===== config.mk =====
export PLATFORM = sky130hd
export DESIGN_NAME = interval_timer_flat
export DESIGN_NICKNAME = d
export VERILOG_FILES = /design/src/rtl/interval_timer_if.sv /design/src/rtl/interval_timer.sv /design/src/flat_wrapper.sv
export SDC_FILE = /design/constraint.sdc
export NUM_CORES = 1
export LEC_CHECK = 0
export CORE_UTILIZATION = 55
export CTS_CLUSTER_DIAMETER = 50
export CTS_CLUSTER_SIZE = 24
export DETAILED_ROUTE_END_ITERATION = 10
export PLACE_DENSITY = 0.72
export SLEW_MARGIN = 20
export SYNTH_ARGS = -nofsm -noshare
export SYNTH_HDL_FRONTEND = slang
export SYNTH_SLANG_ARGS = --single-unit

===== constraint.sdc =====
create_clock -name CLOCK_50 -period 4.12 [get_ports CLOCK_50]
set_input_delay 0.412 -clock CLOCK_50 [delete_from_list [all_inputs] [get_ports CLOCK_50]]
set_output_delay 0.412 -clock CLOCK_50 [all_outputs]
set_load 0.005 [all_outputs]

===== src/rtl/interval_timer_if.sv =====
// interval_timer_if: control and display bundle for the interval timer.
//   set_btn, toggle_btn : one-cycle pulses, debounced and edge-detected upstream
//   count_up            : 0 = countdown, 1 = stopwatch
//   sw                  : binary value entry, clamped to 59 by the timer
//   min_bcd, sec_bcd    : BCD digits, [7:4] tens, [3:0] ones
//   running, expired    : status lines for the LEDs
//   blink               : alarm flasher while expired
//   tick                : one-cycle pulse on each time-value update
// The master drives the controls; the slave (the timer) drives the display and status.
interface interval_timer_if;
    logic       set_btn;
    logic       toggle_btn;
    logic       count_up;
    logic [7:0] sw;
    logic [7:0] min_bcd;
    logic [7:0] sec_bcd;
    logic       running;
    logic       expired;
    logic       blink;
    logic       tick;

    modport master (
        output set_btn, toggle_btn, count_up, sw,
        input  min_bcd, sec_bcd, running, expired, blink, tick
    );

    modport slave (
        input  set_btn, toggle_btn, count_up, sw,
        output min_bcd, sec_bcd, running, expired, blink, tick
    );
endinterface


===== src/rtl/interval_timer.sv =====
// interval_timer: minutes:seconds countdown / stopwatch with a switch-entered preset.
//   CLOCK_50 : board clock, all state updates on the rising edge
//   reset    : asynchronous, active-low
//   bus      : interval_timer_if.slave (controls in, BCD display and status out)
// A divider of CLK_HZ/TICK_HZ cycles paces the time updates; every output is registered.
module interval_timer #(
    parameter int unsigned CLK_HZ  = 50_000_000,
    parameter int unsigned TICK_HZ = 1
) (
    input  logic        CLOCK_50,
    input  logic        reset,
    interval_timer_if.slave bus
);
    localparam int unsigned Div  = CLK_HZ / TICK_HZ;
    localparam int unsigned DivW = (Div > 1) ? $clog2(Div) : 1;
    localparam logic [DivW-1:0] DivMax = DivW'(Div - 1);

    typedef enum logic [2:0] {
        StIdle, StSetSec, StSetMin, StRunning, StPaused, StExpired
    } state_e;

    state_e          state_q;
    logic [15:0]     preset_q;   // {mm, ss} in BCD
    logic [15:0]     disp_q;     // {mm, ss} in BCD
    logic [DivW-1:0] div_q;
    logic            mode_up_q;
    logic            running_q;
    logic            expired_q;
    logic            blink_q;
    logic            tick_q;

    // Switch value clamped to 0..59 and converted to BCD.
    logic [5:0] sw_clamped;
    logic [3:0] sw_tens;
    logic [3:0] tens_x10_lo;  // low nibble of 10*tens; the ones digit fits in 4 bits
    logic [7:0] sw_bcd;

    assign sw_clamped = (bus.sw > 8'd59) ? 6'd59 : bus.sw[5:0];

    always_comb begin
        sw_tens     = 4'd0;
        tens_x10_lo = 4'd0;
        if (sw_clamped >= 6'd50) begin
            sw_tens = 4'd5; tens_x10_lo = 4'd2;
        end else if (sw_clamped >= 6'd40) begin
            sw_tens = 4'd4; tens_x10_lo = 4'd8;
        end else if (sw_clamped >= 6'd30) begin
            sw_tens = 4'd3; tens_x10_lo = 4'd14;
        end else if (sw_clamped >= 6'd20) begin
            sw_tens = 4'd2; tens_x10_lo = 4'd4;
        end else if (sw_clamped >= 6'd10) begin
            sw_tens = 4'd1; tens_x10_lo = 4'd10;
        end
    end

    assign sw_bcd = {sw_tens, sw_clamped[3:0] - tens_x10_lo};

    // BCD decrement with borrow; never applied to 00:00.
    logic [15:0] down_val;
    always_comb begin
        down_val = disp_q;
        if (disp_q[3:0] != 4'd0) begin
            down_val[3:0] = disp_q[3:0] - 4'd1;
        end else if (disp_q[7:4] != 4'd0) begin
            down_val[7:0] = {disp_q[7:4] - 4'd1, 4'd9};
        end else begin
            down_val[7:0] = 8'h59;
            if (disp_q[11:8] != 4'd0) begin
                down_val[11:8] = disp_q[11:8] - 4'd1;
            end else begin
                down_val[15:8] = {disp_q[15:12] - 4'd1, 4'd9};
            end
        end
    end

    // BCD increment with carry; expiry stops it at 59:59 at the latest.
    logic [15:0] up_val;
    always_comb begin
        up_val = disp_q;
        if (disp_q[3:0] != 4'd9) begin
            up_val[3:0] = disp_q[3:0] + 4'd1;
        end else if (disp_q[7:4] != 4'd5) begin
            up_val[7:0] = {disp_q[7:4] + 4'd1, 4'd0};
        end else begin
            up_val[7:0] = 8'h00;
            if (disp_q[11:8] != 4'd9) begin
                up_val[11:8] = disp_q[11:8] + 4'd1;
            end else begin
                up_val[15:8] = {disp_q[15:12] + 4'd1, 4'd0};
            end
        end
    end

    logic up_done;
    logic down_done;
    logic wrap;
    assign up_done   = (preset_q == 16'h0000) ? (up_val == 16'h5959) : (up_val == preset_q);
    assign down_done = (down_val == 16'h0000);
    assign wrap      = (div_q == DivMax);

    always_ff @(posedge CLOCK_50 or negedge reset) begin
        if (!reset) begin
            state_q   <= StIdle;
            preset_q  <= 16'h0000;
            disp_q    <= 16'h0000;
            div_q     <= '0;
            mode_up_q <= 1'b0;
            running_q <= 1'b0;
            expired_q <= 1'b0;
            blink_q   <= 1'b0;
            tick_q    <= 1'b0;
        end else begin
            tick_q <= 1'b0;
            case (state_q)
                StIdle: begin
                    if (bus.set_btn) begin
                        state_q <= StSetSec;
                    end else if (bus.toggle_btn) begin
                        if (bus.count_up) begin
                            mode_up_q <= 1'b1;
                            disp_q    <= 16'h0000;
                            div_q     <= '0;
                            running_q <= 1'b1;
                            state_q   <= StRunning;
                        end else if (preset_q != 16'h0000) begin
                            mode_up_q <= 1'b0;
                            disp_q    <= preset_q;
                            div_q     <= '0;
                            running_q <= 1'b1;
                            state_q   <= StRunning;
                        end
                    end
                end
                StSetSec: begin
                    disp_q <= {preset_q[15:8], sw_bcd};
                    if (bus.set_btn) begin
                        preset_q[7:0] <= sw_bcd;
                        state_q       <= StSetMin;
                    end
                end
                StSetMin: begin
                    disp_q <= {sw_bcd, preset_q[7:0]};
                    if (bus.set_btn) begin
                        preset_q[15:8] <= sw_bcd;
                        state_q        <= StIdle;
                    end
                end
                StRunning: begin
                    if (bus.set_btn) begin
                        disp_q    <= preset_q;
                        running_q <= 1'b0;
                        state_q   <= StIdle;
                    end else if (bus.toggle_btn) begin
                        // Divider holds so the resumed interval picks up where it stopped.
                        running_q <= 1'b0;
                        state_q   <= StPaused;
                    end else if (wrap) begin
                        div_q  <= '0;
                        tick_q <= 1'b1;
                        disp_q <= mode_up_q ? up_val : down_val;
                        if (mode_up_q ? up_done : down_done) begin
                            running_q <= 1'b0;
                            expired_q <= 1'b1;
                            state_q   <= StExpired;
                        end
                    end else begin
                        div_q <= div_q + 1'b1;
                    end
                end
                StPaused: begin
                    if (bus.set_btn) begin
                        disp_q  <= preset_q;
                        state_q <= StIdle;
                    end else if (bus.toggle_btn) begin
                        running_q <= 1'b1;
                        state_q   <= StRunning;
                    end
                end
                StExpired: begin
                    if (bus.set_btn) begin
                        disp_q    <= preset_q;
                        expired_q <= 1'b0;
                        blink_q   <= 1'b0;
                        state_q   <= StIdle;
                    end else if (wrap) begin
                        div_q   <= '0;
                        tick_q  <= 1'b1;
                        blink_q <= ~blink_q;
                    end else begin
                        div_q <= div_q + 1'b1;
                    end
                end
                default: state_q <= StIdle;
            endcase
        end
    end

    assign bus.min_bcd = disp_q[15:8];
    assign bus.sec_bcd = disp_q[7:0];
    assign bus.running = running_q;
    assign bus.expired = expired_q;
    assign bus.blink   = blink_q;
    assign bus.tick    = tick_q;
endmodule


===== src/flat_wrapper.sv =====
// flat-port wrapper written by rule: the top's interface ports become plain ports
module interval_timer_flat 
#(
    parameter int unsigned CLK_HZ  = 50_000_000,
    parameter int unsigned TICK_HZ = 1
)
  (CLOCK_50, reset, bus_set_btn, bus_toggle_btn, bus_count_up, bus_sw, bus_min_bcd, bus_sec_bcd, bus_running, bus_expired, bus_blink, bus_tick);
  interval_timer_if bus_i ();
  input  logic CLOCK_50;
  input  logic reset;
  input wire logic [$bits(bus_i.set_btn)-1:0] bus_set_btn;
  input wire logic [$bits(bus_i.toggle_btn)-1:0] bus_toggle_btn;
  input wire logic [$bits(bus_i.count_up)-1:0] bus_count_up;
  input wire logic [$bits(bus_i.sw)-1:0] bus_sw;
  output wire logic [$bits(bus_i.min_bcd)-1:0] bus_min_bcd;
  output wire logic [$bits(bus_i.sec_bcd)-1:0] bus_sec_bcd;
  output wire logic [$bits(bus_i.running)-1:0] bus_running;
  output wire logic [$bits(bus_i.expired)-1:0] bus_expired;
  output wire logic [$bits(bus_i.blink)-1:0] bus_blink;
  output wire logic [$bits(bus_i.tick)-1:0] bus_tick;
  assign bus_i.set_btn = bus_set_btn;
  assign bus_i.toggle_btn = bus_toggle_btn;
  assign bus_i.count_up = bus_count_up;
  assign bus_i.sw = bus_sw;
  assign bus_min_bcd = bus_i.min_bcd;
  assign bus_sec_bcd = bus_i.sec_bcd;
  assign bus_running = bus_i.running;
  assign bus_expired = bus_i.expired;
  assign bus_blink = bus_i.blink;
  assign bus_tick = bus_i.tick;
  interval_timer #(.CLK_HZ(CLK_HZ), .TICK_HZ(TICK_HZ)) u_core (.CLOCK_50(CLOCK_50), .reset(reset), .bus(bus_i));
endmodule

# Word-level counts from Yosys, hierarchy flattened
# Cells that the tools add are included.
op_classes:
  n_addsub: 10
  order_cmp: 6
  eq_ne: 32
  n_mux: 83
  bitwise_logic: 2
  n_reduce_logical: 24
ops:
  columns: ["op", "n"]
  rows:
  - ["26-bit two-way mux", 8]
  - ["16-bit two-way mux", 9]
  - ["16-bit one-hot mux with 5 select lines", 1]
  - ["26-bit one-hot mux with 3 select lines", 1]
  - ["4-bit two-way mux", 15]
  - ["3-bit two-way mux", 12]
  - ["16-bit zero test", 2]
  - ["8-bit two-way mux", 4]
  - ["26-bit by 1-bit adder with 26-bit output (second input constant)", 1]
  - ["26-bit equality test (second input constant)", 1]
  - ["1-bit two-way mux", 26]
  - ["12-bit two-way mux", 2]
  - ["7-bit AND reduction", 3]
  - ["2-bit != test (second input constant)", 9]
  - ["4-bit by 1-bit adder with 4-bit output (second input constant)", 4]
  - ["16-bit by 15-bit equality test with 1-bit output (second input constant)", 1]
  - ["16-bit equality test", 1]
  - ["4-bit by 3-bit != test with 1-bit output (second input constant)", 4]
  - ["16-bit nonzero test", 1]
  - ["4-bit by 1-bit subtractor with 4-bit output (second input constant)", 4]
  - ["3-bit one-hot mux with 5 select lines", 1]
  - ["6-bit by 5-bit greater-or-equal comparator with 1-bit output (second input constant)", 2]
  - ["6-bit greater-or-equal comparator (second input constant)", 2]
  - ["4-bit nonzero test", 3]
  - ["other kinds (23)", 40]
totals:
  ff_bits: 66
  in_bits: 13
  out_inout_bits: 20
  wordCells: 167

# Logic depth before layout (Yosys ltp)
logic_depth:
  depth_word: 12
  depth_mapped: 12
  mapped_depth_nobuf: 11

# Worst setup path after synthesis
# OpenSTA, ideal clock, no wires.
synth_path:
  kind: "flip-flop to flip-flop"
  startpoint: "reg u_core.disp_q[0]"
  endpoint: "reg u_core.state_q[1]"
  setup_time_ns: 0.124
  arrival_time_ns: 2.819
  path_slack_ns: 1.177
  stages_incl_launch_ff: 11
  path_buffers: 1
  cell_sequence: "dfrtp_1 -> inv_1 -> ha_1 -> or3b_1 -> or3b_1 -> buf_2 -> xnor2_1 -> or4_1 -> nand3_1 -> a31oi_1 -> o31a_1"
synth_via:
  elab_chain_len: 7
synth_lines:
  columns: ["element", "line", "rtl"]
  rows:
  - ["start, declared", "interval_timer.sv:24", "logic [15:0] disp_q;"]
  - ["start signal, assigned", "interval_timer.sv:127", "disp_q <= preset_q;"]
  - ["start signal, assigned", "interval_timer.sv:135", "disp_q <= {preset_q[15:8], sw_bcd};"]
  - ["start signal, assigned", "interval_timer.sv:142", "disp_q <= {sw_bcd, preset_q[7:0]};"]
  - ["4-bit by 1-bit adder with 4-bit output / 4-bit != test (equally long branches)", "interval_timer.sv:81, interval_timer.sv:80", null]
  - ["4-bit two-way mux / 12-bit two-way mux (equally long branches)", "interval_timer.sv:80", "if (disp_q[3:0] != 4'd9) begin"]
  - ["16-bit equality test / 16-bit by 15-bit equality test with 1-bit output (equally long branches)", "interval_timer.sv:97", "assign up_done = (preset_q == 16'h0000) ? (up_val == 16'h5959) : (up_val == preset_q);"]
  - ["1-bit two-way mux", "interval_timer.sv:97", null]
  - ["1-bit two-way mux (*)", "interval_timer.sv:161", "if (mode_up_q ? up_done : down_done) begin"]
  - ["4-bit by 3-bit != test with 1-bit output (no line) (*)", null, null]
  - ["7-bit AND reduction (no line) (*)", null, null]
  - ["end signal, assigned", "interval_timer.sv:103", "state_q <= StIdle;"]
  - ["end signal, assigned", "interval_timer.sv:164", "state_q <= StExpired;"]
  - ["end signal, assigned", "interval_timer.sv:173", "state_q <= StIdle;"]
  - ["end, declared", "interval_timer.sv:22", "state_e state_q;"]
# Mark *: on every way between the ends. The rest lies on a longest branch, timed or not.
# A chain may end at the register's enable or synchronous reset.

# Worst setup path after layout
# Ends and elaborated chain as after synthesis.

==> metrics.md <==
| Metric | Value |
|---|---|
| Status | `complete, no violations` |
| Setup TNS | `0 ns` |
| Vias per cell | `6.53` |
| Die height | `96.4 um` |
| Vias | `4804` |
| Avg Cell Area, Syn | `7.89 um^2` |
| Worst Setup Path Type | `reg2reg` |
| RSZ-0062 raised after global routing | `no` |
| DR pass1 iterations | `7` |
| Min-Delay Path Class | `in2async` |
| Ys async rst share | `100%` |
| Antenna Nets Post-Route | `0` |
| Later-pin clock latency in the skew report | `0.35 ns` |
| Register area share after synthesis | `32.7%` |
| Post-Route WL | `13200 um` |
| Vias in the first global route | `4263` |
| Post CTS Setup Buffer Count | `0` |
| Max-slew violations | `0` |
| Iter 0 DRT Violations | `467` |
| H-tree levels | `3` |
| Crit path arrival time | `3.53 ns` |
| Fin nets | `644` |
| Row count | `34` |
| First-pass GRT wire length | `21100 um` |
| DRC violations left | `0` |
| Clock Skews | `0.00960 ns` |
| Setup crit end kind | `flop` |
| Hold buffer count at cts | `0` |
| Reg2reg path depth | `9` |
| Worst Tran Pin Value | `0.810 ns` |
| Pwr Density | `641 nW/um^2` |
| Clock sinks | `64` |
| Die width | `96.4 um` |
| Total grt overflow | `0` |
| Worst path required time | `4.37 ns` |
| GRT Overall Usage | `29.7%` |
| Clock Tree Buf Depth | `2` |
| Max Fanout on Critical Path | `10` |
| CTS root buf | `clkbuf_8` |
| Synthesized Nets | `642` |
| I/O pins | `33` |
| Final Cell Area | `5410 um^2` |
| Final hold vios | `0` |
| Seq cells post-synth | `64` |
| Fin crit share | `79.8%` |
| I/O Buffers | `32` |
| Register Area | `1600 um^2` |
| P_leak | `2.22 nW` |
| Ys Warns | `0` |
| Slew Limit Headroom | `46.0%` |
| Total CTS buffers | `9` |
| Main synth FF type | `dfrtp_1` |
| Area grow syn2layout | `10.4%` |
| FILL cells | `790` |
| N_diodes | `0` |
| Resized Gates After CTS | `0` |
| Library cells used by synthesis | `70` |
| Synth Cell Area | `4900 um^2` |
| Yosys top cell by area | `dfrtp_1` |
| Largest net degree at the start of global routing | `34` |
| VDD IR-drop max | `238 uV` |
| # setup viols final | `0` |
| Synth top area cells | `dfrtp_1, o21ai_0, nand2_1` |
| Final GP Congestion | `0.901` |
| DP Wirelength | `9270 um` |
| CTS tree | `done` |
| Wire per inst | `17.9 um` |
| Clk slew on worst S/H paths | `0.08 ns` |
| Initial antenna violation count | `0` |
| EDFF count, synth | `0` |
| Share of layout cells above drive strength 1 | `5.73%` |
| Initial Utilization | `56.4%` |
| Area occupied by multi-input gates | `3040 um^2` |
| Critical path launch point type | `flop` |
| Fin crit period | `3.29 ns` |
| Syn Inst Count | `621` |
| Max Fclk | `304 MHz` |
| Core ar. | `8680 um^2` |
| Max Cap Violations | `0` |
| DP Area | `5200 um^2` |
| DIE AREA | `9290 um^2` |
| Share of the synthesized area in the top cell type | `32.7%` |
==> cells by family after synthesis <==
logic type,after synthesis,synth area share (%)
AND/OR/NAND/NOR,254,26.8
XOR/XNOR,35,6.26
buffers and inverters,64,5.16
AO/OA/AOI/OAI,186,24.7
adder cells (fa/ha/maj),8,2.20
multiplexers,10,2.27
flip-flops,64,32.7
==> through the flow <==
stage / std cells / hold slack, ns / total power, W / util, % / setup WS, ns
after global placement: 720 / 0.473 / 0.00282 / 59.9 / 0.774
after detailed placement: 720 / 0.482 / 0.00285 / 59.9 / 0.618
after floorplan: 621 / 0.116 / 0.00234 / - / 1.18
after global routing: 736 / 0.194 / 0.00371 / 62.3 / 0.676
final: 736 / 0.141 / 0.00346 / 62.3 / 0.833
after CTS: 736 / 0.169 / 0.00343 / 62.3 / 0.856
==> worst paths after layout <==
check / startpoint / to / slack [ns]
min: reset / u_core.disp_q[5] / 0.14
max reg2reg: u_core.disp_q[0] / u_core.state_q[1] / 0.83
max in group asynchronous: reset / u_core.div_q[24] / 3.05
max: u_core.disp_q[0] / u_core.state_q[1] / 0.83
min in group CLOCK_50: u_core.bus.blink / u_core.bus.blink / 0.49
min reg2reg: u_core.bus.blink / u_core.bus.blink / 0.49
==> critical path, stage by stage (launching register included) <==
cell	delay, ns
dfrtp_1	0.48
inv_1	0.15
ha_1	0.30
or3b_1	0.45
or3b_1	0.53
xnor2_1	0.18
or4_1	0.54
nand3_1	0.10
a31oi_1	0.11
o31a_1	0.34
==> report_power, final <==
group,switching (W),internal (W)
logic,0.000952,0.000771
registers,0.000385,0.000781
clock network,0.000275,0.000298
==> sequential cells by signal, summed over array words and instances, names as in the netlist <==
register and flops:
u_core.bus.blink 1, u_core.bus.tick 1, u_core.bus.expired 1, u_core.disp_q 16, u_core.div_q 26, u_core.state_q 3, u_core.preset_q 14, u_core.bus.running 1
u_core.mode_up_q 1
==> cell usage after synthesis (5+ instances only) <==
cell type / n
nand2b_1: 17
mux2_2: 5
ha_1: 7
nand3b_1: 5
a31oi_1: 13
o21ai_0: 68
dfrtp_1: 64
nand3_1: 18
xnor2_1: 14
nor4_1: 11
a22oi_1: 6
o31ai_1: 7
nand2_1: 65
a222oi_1: 7
nor2b_1: 8
xor2_1: 21
buf_1: 5
a21oi_1: 35
nor3_1: 14
nor2_1: 58
nand4_1: 13
and3_1: 18
clkbuf_1: 36
inv_1: 16
==> layout by cell type, fill, tap and decap left out, types with 4 or more instances in the layout <==
cell,synthesis,final
a31oi_1,13,13
inv_1,16,16
nor2_1,58,58
nor2b_1,8,8
o41ai_1,4,4
mux2_2,5,5
o31ai_1,7,7
xnor2_1,14,14
a32o_1,4,4
buf_4,0,5
a22oi_1,6,6
nand4_1,13,13
dfrtp_1,64,64
o21ai_0,68,68
o211ai_1,4,4
nand2b_1,17,17
clkdlybuf4s50_1,0,31
a222oi_1,7,7
and3_1,18,18
nand3_1,18,18
a21oi_1,35,35
mux2i_1,4,4
a22o_1,4,4
nand2_1,65,65
nor4_1,11,11
nor3_1,14,14
ha_1,7,7
xor2_1,21,21
clkbuf_8,0,10
nand3b_1,5,5
==> metal layers <==
| layer | global-route usage, % | routed length [um] | share of wire (%) |
|---|---|---|---|
| met1 | 37.2 | 5660 | 43 |
| met4 | 11.6 | 397 | 3.0 |
| met5 | 0 | 0 | 0 |
| met2 | 50.8 | 6370 | 48 |
| met3 | 4.98 | 760 | 5.8 |
==> area by class of cell <==
type	instances	area share, %
multi-input combinational	493	56.3
sequential	64	29.6
timing repair buffer	37	6.53
clock buffer	10	2.55
tap	108	2.50
clock inverter	6	1.25
inverter	18	1.25
Note: power is estimated with default switching activity, not from simulation.
